===== src/rtl/cache_flush_seq_pkg.sv =====
// Shared definitions for the cache INVAL_ALL flush sequencer: way count,
// default array geometry and the sequencer state encoding.
package cache_flush_seq_pkg;

    localparam int WAYS          = 4;
    localparam int IDX_BITS_DEF  = 13;
    localparam int TAG_BITS_DEF  = 14;
    localparam int LINE_BITS_DEF = 256;
    localparam int CNT_BITS_DEF  = 16;

    typedef enum logic [2:0] {
        FS_IDLE = 3'd0,
        FS_RD   = 3'd1,
        FS_CHK  = 3'd2,
        FS_WB   = 3'd3,
        FS_CLR  = 3'd4,
        FS_DONE = 3'd5
    } fs_state_e;

endpackage


===== src/rtl/cache_flush_seq_pick.sv =====
// Lowest-set-bit picker: selects the next way to write back from the
// pending mask, as a one-hot mask and as a 2-bit way number.
module cache_flush_pick
    import cache_flush_seq_pkg::*;
(
    input  logic [WAYS-1:0] mask_i,
    output logic [WAYS-1:0] onehot_o,
    output logic [1:0]      way_o
);

    always_comb begin
        // NOTE: outputs get defaults before the loop so every path assigns them; no latch.
        onehot_o = '0;
        way_o    = '0;
        for (int w = WAYS - 1; w >= 0; w--) begin
            if (mask_i[w]) begin
                onehot_o    = '0;
                onehot_o[w] = 1'b1;
                way_o       = 2'(w);
            end
        end
    end

endmodule


===== src/rtl/cache_flush_seq.sv =====
// INVAL_ALL sequencer: walks every set, writes back valid+dirty lines in
// flush mode, then clears valid/dirty/LRU of the set.
module cache_flush_seq
    import cache_flush_seq_pkg::*;
#(
    parameter int IDX_BITS  = IDX_BITS_DEF,
    parameter int TAG_BITS  = TAG_BITS_DEF,
    parameter int LINE_BITS = LINE_BITS_DEF,
    parameter int CNT_BITS  = CNT_BITS_DEF
) (
    input  logic                         clk,
    input  logic                         rst,
    input  logic                         start,
    input  logic                         wb_mode,
    output logic                         busy,
    output logic                         done,
    output logic                         arr_rd,
    output logic [IDX_BITS-1:0]          arr_idx,
    input  logic [WAYS*TAG_BITS-1:0]     tag_in,
    input  logic [WAYS-1:0]              val_in,
    input  logic [WAYS-1:0]              dirty_in,
    input  logic [WAYS*LINE_BITS-1:0]    line_in,
    output logic                         clr_we,
    output logic                         mm_req,
    input  logic                         mm_ack,
    output logic [TAG_BITS+IDX_BITS-1:0] mm_addr,
    output logic [LINE_BITS-1:0]         mm_wd,
    output logic [CNT_BITS-1:0]          wb_count
);

    localparam logic [IDX_BITS-1:0] IDX_LAST = {IDX_BITS{1'b1}};

    fs_state_e                         state_q;
    logic                              wb_mode_q;
    logic [IDX_BITS-1:0]               arr_idx_q;
    logic [CNT_BITS-1:0]               wb_count_q;
    logic [WAYS-1:0]                   pend_q;
    logic [WAYS-1:0][TAG_BITS-1:0]     tags_q;
    logic                              busy_q, done_q, arr_rd_q, clr_we_q, mm_req_q;

    logic [WAYS-1:0]                   chk_pend;
    logic [WAYS-1:0]                   pend_d;
    logic [WAYS-1:0]                   pick_onehot;
    logic [1:0]                        pick_way;
    logic [WAYS-1:0][LINE_BITS-1:0]    line_w;

    cache_flush_pick u_pick (
        .mask_i   (pend_q),
        .onehot_o (pick_onehot),
        .way_o    (pick_way)
    );

    assign line_w   = line_in;
    assign chk_pend = val_in & dirty_in & {WAYS{wb_mode_q}};
    assign pend_d   = pend_q & ~pick_onehot;

    // Address and data follow the picked way, so they move to the next pending
    // way exactly one cycle after a transfer and stay put while stalled.
    assign mm_addr  = {tags_q[pick_way], arr_idx_q};
    assign mm_wd    = line_w[pick_way];

    assign busy     = busy_q;
    assign done     = done_q;
    assign arr_rd   = arr_rd_q;
    assign arr_idx  = arr_idx_q;
    assign clr_we   = clr_we_q;
    assign mm_req   = mm_req_q;
    assign wb_count = wb_count_q;

    // NOTE: all state uses non-blocking assignments so every register samples pre-edge values.
    always_ff @(posedge clk) begin
        if (rst) begin
            state_q    <= FS_IDLE;
            wb_mode_q  <= 1'b0;
            arr_idx_q  <= '0;
            wb_count_q <= '0;
            pend_q     <= '0;
            tags_q     <= '0;
            busy_q     <= 1'b0;
            done_q     <= 1'b0;
            arr_rd_q   <= 1'b0;
            clr_we_q   <= 1'b0;
            mm_req_q   <= 1'b0;
        end else begin
            case (state_q)
                FS_IDLE: begin
                    if (start) begin
                        wb_mode_q  <= wb_mode;
                        arr_idx_q  <= '0;
                        wb_count_q <= '0;
                        busy_q     <= 1'b1;
                        arr_rd_q   <= 1'b1;
                        state_q    <= FS_RD;
                    end
                end
                FS_RD: begin
                    arr_rd_q <= 1'b0;
                    state_q  <= FS_CHK;
                end
                FS_CHK: begin
                    pend_q <= chk_pend;
                    tags_q <= tag_in;
                    if (|chk_pend) begin
                        mm_req_q <= 1'b1;
                        state_q  <= FS_WB;
                    end else begin
                        clr_we_q <= 1'b1;
                        state_q  <= FS_CLR;
                    end
                end
                FS_WB: begin
                    if (mm_req_q && mm_ack) begin
                        pend_q     <= pend_d;
                        wb_count_q <= wb_count_q + CNT_BITS'(1);
                        if (pend_d == '0) begin
                            mm_req_q <= 1'b0;
                            clr_we_q <= 1'b1;
                            state_q  <= FS_CLR;
                        end
                    end
                end
                FS_CLR: begin
                    clr_we_q <= 1'b0;
                    if (arr_idx_q == IDX_LAST) begin
                        busy_q  <= 1'b0;
                        done_q  <= 1'b1;
                        state_q <= FS_DONE;
                    end else begin
                        arr_idx_q <= arr_idx_q + IDX_BITS'(1);
                        arr_rd_q  <= 1'b1;
                        state_q   <= FS_RD;
                    end
                end
                FS_DONE: begin
                    done_q  <= 1'b0;
                    state_q <= FS_IDLE;
                end
                default: state_q <= FS_IDLE;
            endcase
        end
    end

endmodule


===== config.mk =====
export PLATFORM = sky130hd
export DESIGN_NAME = cache_flush_seq
export DESIGN_NICKNAME = d
export VERILOG_FILES = /design/src/rtl/cache_flush_seq_pkg.sv /design/src/rtl/cache_flush_seq_pick.sv /design/src/rtl/cache_flush_seq.sv
export SDC_FILE = /design/constraint.sdc
export NUM_CORES = 1
export LEC_CHECK = 0
export ABC_AREA = 1
export CAP_MARGIN = 40
export CORE_AREA = 2 2 547 549
export CTS_CLUSTER_SIZE = 14
export DETAILED_ROUTE_END_ITERATION = 10
export DIE_AREA = 0 0 549 551
export PLACE_DENSITY = 0.31
export SLEW_MARGIN = 20
export SYNTH_ARGS = -nofsm -noshare
export SYNTH_HDL_FRONTEND = slang
export SYNTH_HIERARCHICAL = 1
export SYNTH_SLANG_ARGS = --single-unit

===== constraint.sdc =====
create_clock -name clk -period 2.8 [get_ports clk]
set_input_delay 0.28 -clock clk [delete_from_list [all_inputs] [get_ports clk]]
set_output_delay 0.28 -clock clk [all_outputs]
set_load 0.1 [all_outputs]

==> impl_metrics.toml, run 1 <==
[sta]
setup_tns_ns = 0
tightest_slew_ns = 0.730
fmax_ghz = 0.358
report.final.slew_viol_count = 0
maxSlewHeadroom_pct = 51.3
rsz0062_at_grt = "yes"
fin_ws_ns = 0.00378
skew_ns = 0.0181
min_period_ns = 2.80
setup_viol = 0
holdWs_ns = 0.486
hold_viol_final = 0
fin_crit_sh_pct = 99.9

[clock_network]
cts_tree = "done"
clk_path_buf_depth = 2
numClockSinks = 98
numCtsBuffers = 9
cts-root-buf = "clkbuf_16"
clkLatencyLatePin_ns = 0.37
cts.clk_slew.worst_paths_ns = 0.08
htreeDepth = 3

[placed_design]
place_ws_ns = -0.403
placed_cell_area_um2 = 36200
place_congestion = 0.950
hpwl_um = 233000
io_buffers = 1409

[grt]
grt_use_total_pct = 16.7
grt_pass1_wl_um = 318000
antenna_found_initial = 201
grt_pass1_vias = 24400
overflow = 0
grt_max_degree = 69

[setup_path]
crit_required_ns = 2.52
cp.arrival_ns = 2.52
end_kind = "output pin"
start_kind = "flip-flop"
crit_type = "reg2out"
cp_max_fo = 9

[route]
remaining_drc_errors = 0
wl_um = 267000
ant_nets = 0
wire_per_inst_um = 34.9
vias_per_cell = 3.13
vias = 23900
drtPass1Iterations = 7
drtIter0Drc = 1585

[layout]
finish.instance_area_um2 = 38400
final_layout_size_suffix_gt1_share_pct = 27.1
synthToLayoutAreaGrowth_pct = 234
layout.nets = 4749

[floorplanning]
pin_count = 1410
die_h_um = 551
die_w_um = 549
fp.coreArea_um2 = 296000
start_util_pct = 3.88
die-area_um2 = 302000
rows = 200

[logic_synthesis]
synth_common_cells = "nor2_1, o21ai_0, o22ai_1"
synth_area_um2 = 11500
netlist_instances = 2133
syn_avg_cell_area_um2 = 5.39
synth.distinct_cells = 32
syn_nets = 3228
yosysTopAreaCell = "o21ai_0"
ys.flop_type = "dfxtp_1"
synth.most_common_cell = "nor2_1"
synth_seq_area_share_pct = 17.1
synth-seq-cells = 98
synth_edf_count = 0
synth_area_leaders = "o21ai_0, nor2_1, dfxtp_1"
synth_top_area_share_pct = 26.6
synth_warnings = 6
synth-async-reset-ratio_pct = 0

[job]
max-cap-violations = 0

[power_and_ir_drop]
p_leak_nw = 14.0
vdd_drop_max_v = 0.00121
p_per_area_nw_per_um2 = 1820

[min_path]
hp-class = "reg2reg"

[run_status]
status = "complete, no violations"
## layout make-up
class	instances	area (µm²)
Fill cell	34100	258000
Timing Repair Buffer	1725	20500
Multi-Input combinational cell	1770	10400
Tap cell	3939	4930
Sequential cell	98	1970
Clock buffer	10	239
Inverter	49	208
Antenna cell	39	97.6
Clock inverter	6	55.1
Timing Repair inverter	1	16.3
## stage by stage
| stage | utilization (%) | power, mW | instances |
|---|---|---|---|
| 2_1_floorplan | - | 34.5 | 2133 |
| 3_3_place_gp | 12.2 | 66.3 | 7506 |
| 3_5_place_dp | 12.2 | 66.0 | 7514 |
| 4_1_cts | 12.8 | 70.7 | 7579 |
| 5_1_grt | 12.9 | 72.7 | 7608 |
| 6_report | 13.0 | 70.0 | 7637 |
## logic make-up (layout without fill, tap and decap cells)
| group | Yosys count | after routing | synth area share, % |
|---|---|---|---|
| and+or+nand+nor | 852 | 852 | 29.0 |
| buffers and inverters | 265 | 1791 | 10.7 |
| xor gates and xnor gates | 4 | 4 | 0.305 |
| AOI/OAI and AO/OA | 912 | 912 | 42.7 |
| adders and majority gates | 2 | 2 | 0.218 |
| DFF | 98 | 98 | 17.1 |
| other | 0 | 39 | 0 |
## state kept, by name, indices dropped and copies added, names as in the netlist
| register | cells |
|---|---|
| busy | 1 |
| arr_rd | 1 |
| wb_mode_q | 1 |
| wb_count | 16 |
| done | 1 |
| pend_q | 4 |
| clr_we | 1 |
| mm_req | 1 |
| state_q | 3 |
| arr_idx | 13 |
| tags_q | 56 |
## placed cells by master, fill, tap and decap left out, drive strengths merged, types with 4 or more instances in the layout
cell type / n
nor3: 9
diode: 39
nor2: 710
nand2: 85
clkbuf: 16
inv: 54
bufbuf: 6
o21ai: 615
dfxtp: 98
nand4: 4
nand3: 40
buf: 621
o22ai: 270
xor2: 4
a21oi: 23
clkdlybuf4s50: 1092
## power by group
part | switching (mW) | leakage (nW) | total [mW] | internal [mW]
combinational | 45.1 | 13.0 | 66.8 | 21.7
clock | 0.646 | 0.146 | 1.29 | 0.648
sequential | 0.184 | 0.799 | 1.87 | 1.68
total | 46.0 | 14.0 | 70.0 | 24.0
## routing by layer
layer / share of wire (%) / global-route usage (%) / up-vias
met5: 0.20 / 0 / -
met1: 43 / 20.7 / 11600
met3: 9.2 / 6.41 / 304
met4: 1.3 / 1.84 / 84
met2: 47 / 28.0 / 1368
li1: - / - / 10600
## final timing paths
kind	startpoint	endpoint	slack, ns	depth (start not counted)
worst max-delay path	pend_q[2]	mm_wd[33]	0.004	9
worst min register to register	busy	busy	0.49	2
worst max register to register	arr_idx[1]	arr_idx[2]	0.65	8
worst min-delay path	busy	busy	0.49	2
## timing repair
| action | CTS | global route |
|---|---|---|
| gates resized for setup | 150 | 73 |
| pin swaps | 33 | 28 |
| setup endpoints to repair | 252 | 115 |
| hold buffers | 0 | 0 |
| cloned | 17 | 7 |
| buffers inserted | 34 | 12 |
## worst max-delay path, cell delays in order (launching register included)
cell	delay, ns
dfxtp_4	0.37
inv_1	0.08
nand3_2	0.13
nand2_8	0.20
inv_16	0.10
buf_16	0.18
buf_4	0.18
nor2_1	0.41
o22ai_4	0.21
buf_12	0.21
(Power assumes the default switching activity.)
==> inputs of run 2 (changes only) <==
--- a/config.mk
+++ b/config.mk
@@ -7,10 +7,10 @@
 export LEC_CHECK = 0
 export ABC_AREA = 1
 export CAP_MARGIN = 40
-export CORE_AREA = 2 2 547 549
+export CORE_AREA = 5 5 550 552
 export CTS_CLUSTER_SIZE = 14
 export DETAILED_ROUTE_END_ITERATION = 10
-export DIE_AREA = 0 0 549 551
+export DIE_AREA = 0 0 555 557
 export PLACE_DENSITY = 0.31
 export SLEW_MARGIN = 20
 export SYNTH_ARGS = -nofsm -noshare
==> constraint.sdc (replaced) <==
create_clock -name clk -period 2.8 [get_ports clk]
set_input_delay 0.28 -clock clk [delete_from_list [all_inputs] [get_ports clk]]
set_output_delay 0.28 -clock clk [all_outputs]
set_load 0.01 [all_outputs]
==> run 2 against run 1 <==
Against the previous run: the flow now finishes with violations (negative setup slack); critical path depth grew 4; largest cell class unchanged; largest power group unchanged; wire length increased by 3.3%; global-route usage increased by 0.098 points; flip-flop and latch count unchanged; count of clock-buffer cells in the layout decreased by 1.
==> impl_metrics.toml, run 2 (same netlist as run 1, synthesis figures left out) <==
[run_status]
status = "complete, but fails checks"
violations = "negative setup slack"

[grt]
grt_pass1_vias = 25200
grt_pass1_wl_um = 329000
antenna_found_initial = 191
grt_max_degree = 69
grt_use_total_pct = 16.8
overflow = 0

[setup_path]
start_kind = "flip-flop"
crit_required_ns = 2.52
end_kind = "output pin"
cp.arrival_ns = 2.53
worstReg2RegStart = "arr_idx[1]"
crit_path_start = "pend_q[0]"
crit_type = "reg2out"
cp_max_fo = 7

[clock_network]
clkLatencyLatePin_ns = 0.37
numCtsBuffers = 9
cts_tree = "done"
cts-root-buf = "clkbuf_16"
cts.clk_slew.worst_paths_ns = 0.08
htreeDepth = 3
clk_path_buf_depth = 2
numClockSinks = 98

[layout]
mostFrequentLayoutCells = "clkdlybuf4s50_1, nor2_1, o21ai_0, buf_4, buf_12"
largest_register_ffs = 56
final_layout_size_suffix_gt1_share_pct = 29.4
layout_commonest_cell = "clkdlybuf4s50_1"
register_area_um2 = 1970
synthToLayoutAreaGrowth_pct = 246
layout.nets = 4885
largest_register = "tags_q"
multiInputGateArea_um2 = 11000
finish.instance_area_um2 = 39800
stdcell_count = 7764
nFillCells = 34200

[route]
ant_nets = 0
vias = 24500
wl_um = 275000
vias_per_cell = 3.16
drtIter0Drc = 1574
wire_per_inst_um = 35.5
remaining_drc_errors = 0
drtPass1Iterations = 7

[sta]
rsz0062_at_grt = "yes"
min_period_ns = 2.81
fin_crit_sh_pct = 100
fmax_ghz = 0.356
tightest_slew_ns = 0.728
setup_tns_ns = -0.00892
fin_ws_ns = -0.00892
skew_ns = 0.0174
report.final.slew_viol_count = 0
setup_viol = 1
maxSlewHeadroom_pct = 51.5
hold_viol_final = 0

[floorplanning]
fp.coreArea_um2 = 296000
die-area_um2 = 309000
die_h_um = 557
die_w_um = 555
start_util_pct = 3.88
pin_count = 1410
rows = 200

[power_and_ir_drop]
p_total_mw = 50.0
p_per_area_nw_per_um2 = 1260
p_leak_nw = 14.3
vdd_drop_max_v = 0.000378

[min_path]
hp-class = "reg2reg"
hold_start = "busy"

[placed_design]
io_buffers = 1409
placed_cell_area_um2 = 33800
place_ws_ns = -0.376
dp.cells = 7583
place_congestion = 0.923
hpwl_um = 237000

[job]
max-cap-violations = 0
run 2: cell types whose count changed in the layout (fill, tap and decap cells not counted), sizes merged:
cell / before / now
buf: 621 / 623
diode: 39 / 31
clkbuf: 16 / 45
dlymetal6s2s: 0 / 1
clkinv: 2 / 1
clkdlybuf4s50: 1092 / 1139
clkdlybuf4s15: 0 / 23
dlygate4sd2: 0 / 28
inv: 54 / 53
clkinvlp: 0 / 1
bufbuf: 6 / 12
run 2: metrics by stage:
step           hold slack [ns]  util (%)
4_1_cts                  0.471      13.1
5_1_grt                  0.500      13.4
6_report                 0.476      13.4
3_3_place_gp             0.457      11.4
2_1_floorplan            0.349         -
3_5_place_dp             0.458      11.4
run 2: per-layer routing:
metal | global-route usage, % | part of all wire [%]
met5 | 0 | 0.23
met4 | 2.45 | 2.0
met3 | 6.14 | 9.3
met2 | 28.0 | 46
met1 | 21.1 | 42
run 2: worst paths after layout:
check	end	slack (ns)	cells past startpoint
max	mm_wd[170]	-0.009	13
min	busy	0.48	2
max reg2reg	arr_idx[9]	0.60	8
min reg2reg	busy	0.48	2
run 2: worst max-delay path: stages, from the launching register on:
cell	delay, ns
dfxtp_4	0.37
nor2_4	0.18
nand2_4	0.09
nand2_8	0.11
buf_12	0.16
buf_16	0.17
buf_16	0.17
buf_8	0.13
buf_12	0.12
buf_6	0.09
o21ai_2	0.04
o22ai_1	0.15
buf_4	0.17
buf_12	0.13
run 2: power by group:
group	internal, mW	leakage, nW	switching (mW)
sequential	1.69	0.799	0.205
combinational	21.2	13.4	25.6
clock	0.623	0.137	0.663
total	23.5	14.3	26.5
run 2: layout make-up:
type | count | share of cell area (%)
Timing Repair Buffer | 1862 | 53.4
Multi-Input combinational cell | 1770 | 27.8
Tap cell | 3939 | 12.4
Sequential cell | 98 | 4.96
Inverter | 49 | 0.576
Clock buffer | 9 | 0.566
Antenna cell | 31 | 0.195
Clock inverter | 6 | 0.142
run 2: repair_timing:
action,4_1_cts,5_1_grt
hold buffers,0,0
endpoints found under the setup margin,260,186
cloned,42,7
gates resized for setup,869,397
pin swaps,103,102
setup buffers,110,27
